`config.mk`:
```
export PLATFORM = sky130hd
export DESIGN_NAME = gzip_block_sequencer
export DESIGN_NICKNAME = d
export VERILOG_FILES = /design/src/rtl/gzip_pkg.sv /design/src/rtl/gzip_word_unpacker.sv /design/src/rtl/gzip_block_sequencer.sv
export SDC_FILE = /design/constraint.sdc
export NUM_CORES = 1
export LEC_CHECK = 0
export CORE_MARGIN = 3
export CORE_UTILIZATION = 50
export CTS_CLUSTER_SIZE = 24
export DETAILED_ROUTE_END_ITERATION = 8
export PLACE_DENSITY = 0.75
export SYNTH_ARGS = -nofsm -noshare
export SYNTH_HDL_FRONTEND = slang
export SYNTH_SLANG_ARGS = --single-unit
```
`constraint.sdc`:
```
create_clock -name clk -period 2.4 [get_ports clk]
set_clock_uncertainty 0.2 [all_clocks]
set_input_delay 0.48 -clock clk [delete_from_list [all_inputs] [get_ports clk]]
set_output_delay 0.48 -clock clk [all_outputs]
set_load 0.05 [all_outputs]
```
`src/rtl/gzip_pkg.sv`:
```
// Shared types and header decode for the gzip block sequencer.
// Header BTYPE is only consumed when GZIP_SEQ_HDR_BTYPE_EN is defined.
package gzip_pkg;

  typedef enum logic [2:0] {
    IDLE,
    HDR_RD,
    HDR_LAT,
    WORD_RD,
    WORD_LAT,
    SEND,
    WAIT_DONE,
    DONE
  } seq_state_e;

  localparam logic [1:0] NO_COMPRESSION = 2'b00;
  localparam logic [1:0] FIXED_HUFFMAN  = 2'b01;

  localparam int HDR_WORD_W    = 32;
  localparam int HDR_LEN_W     = 24;
  localparam int HDR_BFINAL_BIT = 0;
  localparam int HDR_BTYPE_LSB  = 1;

  typedef struct packed {
    logic                 bfinal;
    logic [1:0]           btype;
    logic [HDR_LEN_W-1:0] length;
  } hdr_t;

  // The host writes the length big-endian into the upper three bytes.
  function automatic hdr_t hdr_decode(input logic [HDR_WORD_W-1:0] w);
    hdr_t h;
    h.bfinal = w[HDR_BFINAL_BIT];
    h.btype  = w[HDR_BTYPE_LSB +: 2];
    h.length = {w[15:8], w[23:16], w[31:24]};
    return h;
  endfunction

endpackage

```
`src/rtl/gzip_word_unpacker.sv`:
```
// Holds one FIFO word and presents its bytes, lowest lane first, under
// a valid/ready handshake; the index advances only on an accepted byte.
module gzip_word_unpacker #(
  parameter int DATA_WIDTH = 8,
  parameter int WORD_WIDTH = 32
) (
  input  logic                  clk,
  input  logic                  rst_n,
  input  logic                  load,
  input  logic [WORD_WIDTH-1:0] word_in,
  input  logic                  active,
  input  logic                  byte_ready,
  output logic [DATA_WIDTH-1:0] byte_out,
  output logic                  byte_valid,
  output logic                  byte_fire,
  output logic                  lane_last
);

  localparam int LANES = WORD_WIDTH / DATA_WIDTH;
  localparam int IDX_W = $clog2(LANES);

  logic [WORD_WIDTH-1:0] word_reg;
  logic [IDX_W-1:0]      idx_reg;
  logic [DATA_WIDTH-1:0] lane [LANES];

  genvar gi;
  generate
    for (gi = 0; gi < LANES; gi++) begin : g_lane
      assign lane[gi] = word_reg[gi*DATA_WIDTH +: DATA_WIDTH];
    end
  endgenerate

  assign byte_valid = active;
  assign byte_fire  = active && byte_ready;
  assign byte_out   = active ? lane[idx_reg] : '0;
  assign lane_last  = (idx_reg == IDX_W'(LANES - 1));

  always_ff @(posedge clk or negedge rst_n) begin
    if (!rst_n) begin
      word_reg <= '0;
      idx_reg  <= '0;
    end else if (load) begin
      word_reg <= word_in;
      idx_reg  <= '0;
    end else if (byte_fire) begin
      idx_reg  <= idx_reg + IDX_W'(1);
    end
  end

endmodule

```
`src/rtl/gzip_block_sequencer.sv`:
```
// Block front-end: pops header and data words, streams bytes tagged per block.
// GZIP_SEQ_HDR_BTYPE_EN: take BTYPE from header bits [2:1] instead of btype_in.
module gzip_block_sequencer
  import gzip_pkg::*;
#(
  parameter int DATA_WIDTH = 8,
  parameter int WORD_WIDTH = 32,
  parameter int LEN_WIDTH  = 24
) (
  input  logic                  clk,
  input  logic                  rst_n,
  input  logic [1:0]            btype_in,
  input  logic                  empty_in_fifo,
  input  logic [WORD_WIDTH-1:0] dout_in_fifo,
  output logic                  rd_en_fifo_in,
  output logic [DATA_WIDTH-1:0] byte_out,
  output logic                  byte_valid,
  input  logic                  byte_ready,
  output logic                  block_start,
  output logic                  block_last,
  output logic                  bfinal_out,
  output logic [1:0]            btype_out,
  input  logic                  block_done_in,
  output logic                  err_len,
  output logic                  busy,
  output logic                  stream_done
);

  seq_state_e           state_reg, state_next;
  logic [LEN_WIDTH-1:0] remaining_reg, remaining_next;
  logic                 bfinal_reg, bfinal_next;
  logic [1:0]           btype_reg, btype_next;
  logic                 block_start_reg, block_start_next;
  logic                 err_len_reg, err_len_next;
  logic                 pop_req, load_word, byte_fire, lane_last;
  logic                 unused_hdr;
  hdr_t                 hdr;

  assign hdr = hdr_decode(dout_in_fifo);

`ifdef GZIP_SEQ_HDR_BTYPE_EN
  assign unused_hdr = ^{btype_in};
`else
  assign unused_hdr = ^{hdr.btype};
`endif

  gzip_word_unpacker #(
    .DATA_WIDTH(DATA_WIDTH),
    .WORD_WIDTH(WORD_WIDTH)
  ) u_unpacker (
    .clk       (clk),
    .rst_n     (rst_n),
    .load      (load_word),
    .word_in   (dout_in_fifo),
    .active    (state_reg == SEND),
    .byte_ready(byte_ready),
    .byte_out  (byte_out),
    .byte_valid(byte_valid),
    .byte_fire (byte_fire),
    .lane_last (lane_last)
  );

  always_ff @(posedge clk or negedge rst_n) begin
    if (!rst_n) begin
      state_reg       <= IDLE;
      remaining_reg   <= '0;
      bfinal_reg      <= 1'b0;
      btype_reg       <= 2'b00;
      block_start_reg <= 1'b0;
      err_len_reg     <= 1'b0;
    end else begin
      state_reg       <= state_next;
      remaining_reg   <= remaining_next;
      bfinal_reg      <= bfinal_next;
      btype_reg       <= btype_next;
      block_start_reg <= block_start_next;
      err_len_reg     <= err_len_next;
    end
  end

  always_comb begin
    state_next       = state_reg;
    remaining_next   = remaining_reg;
    bfinal_next      = bfinal_reg;
    btype_next       = btype_reg;
    block_start_next = 1'b0;
    err_len_next     = 1'b0;
    pop_req          = 1'b0;
    load_word        = 1'b0;
    case (state_reg)
      IDLE: begin
        if (!empty_in_fifo) begin
          pop_req    = 1'b1;
          state_next = HDR_RD;
        end
      end
      HDR_RD: state_next = HDR_LAT;
      HDR_LAT: begin
        bfinal_next    = hdr.bfinal;
`ifdef GZIP_SEQ_HDR_BTYPE_EN
        btype_next     = hdr.btype;
`else
        btype_next     = btype_in;
`endif
        remaining_next = LEN_WIDTH'(hdr.length);
        if (hdr.length == '0) begin
          err_len_next = 1'b1;
          state_next   = IDLE;
        end else begin
          block_start_next = 1'b1;
          state_next       = WORD_RD;
        end
      end
      WORD_RD: begin
        if (!empty_in_fifo) begin
          pop_req    = 1'b1;
          state_next = WORD_LAT;
        end
      end
      WORD_LAT: begin
        load_word  = 1'b1;
        state_next = SEND;
      end
      SEND: begin
        // Leftover lanes after the final byte are padding and are dropped.
        if (byte_fire) begin
          remaining_next = remaining_reg - LEN_WIDTH'(1);
          if (remaining_reg == LEN_WIDTH'(1)) begin
            state_next = WAIT_DONE;
          end else if (lane_last) begin
            state_next = WORD_RD;
          end
        end
      end
      WAIT_DONE: begin
        if (block_done_in) begin
          state_next = bfinal_reg ? DONE : IDLE;
        end
      end
      DONE:    state_next = DONE;
      default: state_next = IDLE;
    endcase
  end

  // Gate the pop with reset so a non-empty FIFO is never popped during reset.
  assign rd_en_fifo_in = pop_req && rst_n;
  assign block_last    = (state_reg == SEND) && (remaining_reg == LEN_WIDTH'(1));
  assign block_start   = block_start_reg;
  assign err_len       = err_len_reg;
  assign bfinal_out    = bfinal_reg;
  assign btype_out     = btype_reg;
  assign busy          = (state_reg != IDLE) && (state_reg != DONE);
  assign stream_done   = (state_reg == DONE);

endmodule

```
==> results.sh <==
export IMPL_outcome="finished, violations left"
export IMPL_failed_checks="negative setup slack"
export IMPL_dp_hpwl_mm=7.62
export IMPL_number_of_flip_flops_under_the_largest_register_name=32
export IMPL_ys_top_cells_by_area="sky130_fd_sc_hd__dfrtp_1 (46%), sky130_fd_sc_hd__mux2_2 (10%), sky130_fd_sc_hd__mux4_2 (5.0%)"
export IMPL_master_cell_of_the_clock_root_buffer="sky130_fd_sc_hd__clkbuf_8"
export IMPL_floorplan_die_width_um=90.8
export IMPL_postLayoutSetupSlackWorst_ps=-466
export IMPL_number_of_global_route_vias_before_repair=3246
export IMPL_io_pin_count=57
export IMPL_clockBufferDepth=2
export IMPL_pin_slew_with_the_least_headroom_to_its_limit_ps=848
export IMPL_netlist_area_leader_share_pct=45.9
export IMPL_post_synth_edffs=0
export IMPL_post_route_cells_drive_above_1_share_pct=31.1
export IMPL_placement_rows=30
export IMPL_max_cap_violations=0
export IMPL_yosysTopAreaCell="sky130_fd_sc_hd__dfrtp_1"
export IMPL_largest_net_degree_at_the_start_of_global_routing=67
export IMPL_syn_instance_count=357
export IMPL_grt_pass1_wl_mm=16.8
export IMPL_yosys_register_bits=66
export IMPL_num_antenna_cells=0
export IMPL_cts_sink_count=66
export IMPL_layout_cells_non_filler=552
export IMPL_core_area_sq_um=6870
export IMPL_critPathCaptureType="output pin"
export IMPL_htree_num_levels=3
export IMPL_period_share_pct=119
export IMPL_postRouteAntennaNets=0
export IMPL_relSlewSlack_pct=43.4
export IMPL_crit_arrival_ps=2190
export IMPL_cell_area_synth_sq_um=3600
export IMPL_criticalPathCategory="reg -> out"
export IMPL_place_inst=533
export IMPL_clk_pin_slew_worst_paths_ps=70
export IMPL_finalWeightedCongestion=0.913
export IMPL_final_cell_area_sq_um=4980
export IMPL_clkLatencyLatePin_ps=340
export IMPL_syn_nets=399
export IMPL_yosysWarningCount=0
export IMPL_vdd_drop_max_v=0.000606
export IMPL_synthFlopType="sky130_fd_sc_hd__dfrtp_1"
export IMPL_grt_ovfl_total=0
export IMPL_final_max_slew_viol_count=0
export IMPL_setup_repair_after_global_routing_missed_its_margin="yes"
export IMPL_unique_masters_post_synth=46
export IMPL_tritoncts_clock_tree="yes"
export IMPL_synth_seq_area_share_pct=45.9
export IMPL_synth_avg_cell_area_sq_um=10.1
export IMPL_routedWlPerCell_um=19.0
export IMPL_holdCritPathClass="in -> async"
export IMPL_initial_utilization_pct=52.4
export IMPL_placedInstanceArea_sq_um=4730
export IMPL_leakagePower_nw=2.04
export IMPL_port_buffers=56
export IMPL_finalCriticalPeriod_ps=2870
export IMPL_async_flop_share_pct=100
export IMPL_die_area_sq_um=8250
export IMPL_drc=0
export IMPL_number_of_vias_in_the_routed_layout=3292
export IMPL_fmax_mhz=349
export IMPL_fp_dieH_um=90.8
export IMPL_detail_route_wirelength_mm=10.5
export IMPL_route_detailed_vias_per_inst=5.96
export IMPL_cp_max_fo=2
export IMPL_initial_drc_count=245
export IMPL_antenna_found_initial=0
export IMPL_hold_violations=0
export IMPL_worst_endpoint_required_ps=1720
export IMPL_setup_violations_final=4
export IMPL_layout_area_overhead_vs_synth_pct=38.4
export IMPL_final_net_count=494
export IMPL_fin_util_pct=72.5
export IMPL_numCtsBuffers=9
export IMPL_worst_setup_path_start_kind="flip-flop"
export IMPL_first_pass_iters=6
export IMPL_grtUsageTotal_pct=26.4
export IMPL_pwr_dens_nw_per_um2=1360
==> kinds of logic after synthesis <==
logic type               synth area share [%]
adder cells (fa/ha/maj)                  1.04
flip-flops                               45.9
AO/OA/AOI/OAI                            15.2
AND/OR/NAND/NOR                          19.1
multiplexers                             15.3
XOR/XNOR                                0.244
buffers and inverters                    3.20
==> layout by cell type (no fill, tap or decap), types with 5 or more instances in the layout <==
cell,Yosys,final
sky130_fd_sc_hd__dfrtp_1,66,66
sky130_fd_sc_hd__buf_4,0,46
sky130_fd_sc_hd__clkdlybuf4s50_1,0,42
sky130_fd_sc_hd__mux2_2,33,33
sky130_fd_sc_hd__nor2_1,30,29
sky130_fd_sc_hd__a21oi_1,30,29
sky130_fd_sc_hd__nand2_1,27,27
sky130_fd_sc_hd__buf_12,0,15
sky130_fd_sc_hd__o21ai_0,14,14
sky130_fd_sc_hd__nor3_1,12,12
sky130_fd_sc_hd__nor4_1,13,11
sky130_fd_sc_hd__nand3_1,9,9
sky130_fd_sc_hd__clkbuf_8,0,9
sky130_fd_sc_hd__mux4_2,8,8
sky130_fd_sc_hd__and2_4,0,8
sky130_fd_sc_hd__o22ai_1,6,6
sky130_fd_sc_hd__inv_1,5,5
sky130_fd_sc_hd__nand2b_1,5,5
sky130_fd_sc_hd__o21ai_1,5,5
sky130_fd_sc_hd__o22a_1,5,5
sky130_fd_sc_hd__a31oi_1,5,5
==> cells in the mapped netlist, types with 3 or more instances <==
library cell	count
sky130_fd_sc_hd__dfrtp_1	66
sky130_fd_sc_hd__mux2_2	33
sky130_fd_sc_hd__a21oi_1	30
sky130_fd_sc_hd__nor2_1	30
sky130_fd_sc_hd__nand2_1	27
sky130_fd_sc_hd__o21ai_0	14
sky130_fd_sc_hd__nor4_1	13
sky130_fd_sc_hd__nor3_1	12
sky130_fd_sc_hd__clkbuf_1	11
sky130_fd_sc_hd__and2_1	10
sky130_fd_sc_hd__nand3_1	9
sky130_fd_sc_hd__buf_2	8
sky130_fd_sc_hd__mux4_2	8
sky130_fd_sc_hd__o22ai_1	6
sky130_fd_sc_hd__a31oi_1	5
sky130_fd_sc_hd__inv_1	5
sky130_fd_sc_hd__nand2b_1	5
sky130_fd_sc_hd__o21ai_1	5
sky130_fd_sc_hd__o22a_1	5
sky130_fd_sc_hd__a22oi_1	4
sky130_fd_sc_hd__nand4_1	4
sky130_fd_sc_hd__nor2b_1	4
sky130_fd_sc_hd__o2bb2ai_1	4
sky130_fd_sc_hd__and3_1	3
sky130_fd_sc_hd__buf_1	3
sky130_fd_sc_hd__ha_1	3
sky130_fd_sc_hd__o211ai_1	3
sky130_fd_sc_hd__o21a_1	3
==> worst paths after layout <==
| path | from | end | slack, ps | cells after the start |
|---|---|---|---|---|
| worst max-delay path | remaining_reg[19]$_DFFE_PN0P_ | block_last | -470 | 4 |
| worst min-delay path | rst_n | remaining_reg[0]$_DFFE_PN0P_ | 140 | 2 |
| worst max register to register | remaining_reg[19]$_DFFE_PN0P_ | state_reg[0]$_DFFE_PN0P_ | 40 | 6 |
| worst min register to register | btype_out[1]$_DFFE_PN0P_ | btype_out[1]$_DFFE_PN0P_ | 280 | 2 |
| max in group asynchronous | rst_n | remaining_reg[22]$_DFFE_PN0P_ | 1300 | 2 |
| min in group clk | btype_out[1]$_DFFE_PN0P_ | btype_out[1]$_DFFE_PN0P_ | 280 | 2 |
==> where the power goes <==
group          total (mW)  internal (mW)  leakage [nW]  switching, mW
Combinational        3.64           1.79          1.15           1.85
Clock                1.00          0.573         0.105          0.428
Sequential           2.14           1.67         0.782          0.474
==> stage by stage <==
step / power, mW / TNS, ps / hold slack [ps] / worst slack (ps)
6_report: 6.79 / -496 / 137 / -466
5_1_grt: 7.18 / -1140 / 202 / -547
4_1_cts: 6.83 / -926 / 176 / -485
3_5_place_dp: 5.66 / -306 / 270 / -126
3_3_place_gp: 5.50 / -300 / 258 / -122
2_1_floorplan: 4.30 / -351 / -15.6 / -351
==> area by class of cell <==
type                            count  area, sq um
Clock buffer                        9          124
Clock inverter                      6         82.6
Fill cell                         499         1890
Inverter                            6         25.0
Multi-Input combinational cell    263         1880
Sequential cell                    66         1650
Tap cell                           96          120
Timing Repair Buffer              106         1090
==> metal layers <==
layer  track usage, %  part of all wire (%)
met5                0                     0
met4             6.28                   1.7
met3             6.42                   6.4
met2             47.1                    53
met1             32.2                    39
==> critical path, stage by stage (launching register included) <==
cell	delay, ps
sky130_fd_sc_hd__dfrtp_1	380
sky130_fd_sc_hd__or4_4	530
sky130_fd_sc_hd__or4_4	450
sky130_fd_sc_hd__nor4_4	310
sky130_fd_sc_hd__buf_12	180
==> what timing repair did <==
action                                  in CTS  in global routing
endpoints found under the setup margin       9                 12
pin swaps                                    0                  2
gates cloned                                 1                  0
resized for setup                            7                  3
hold buffers                                 0                  0
setup buffers                                5                  0
(Power assumes the default switching activity.)
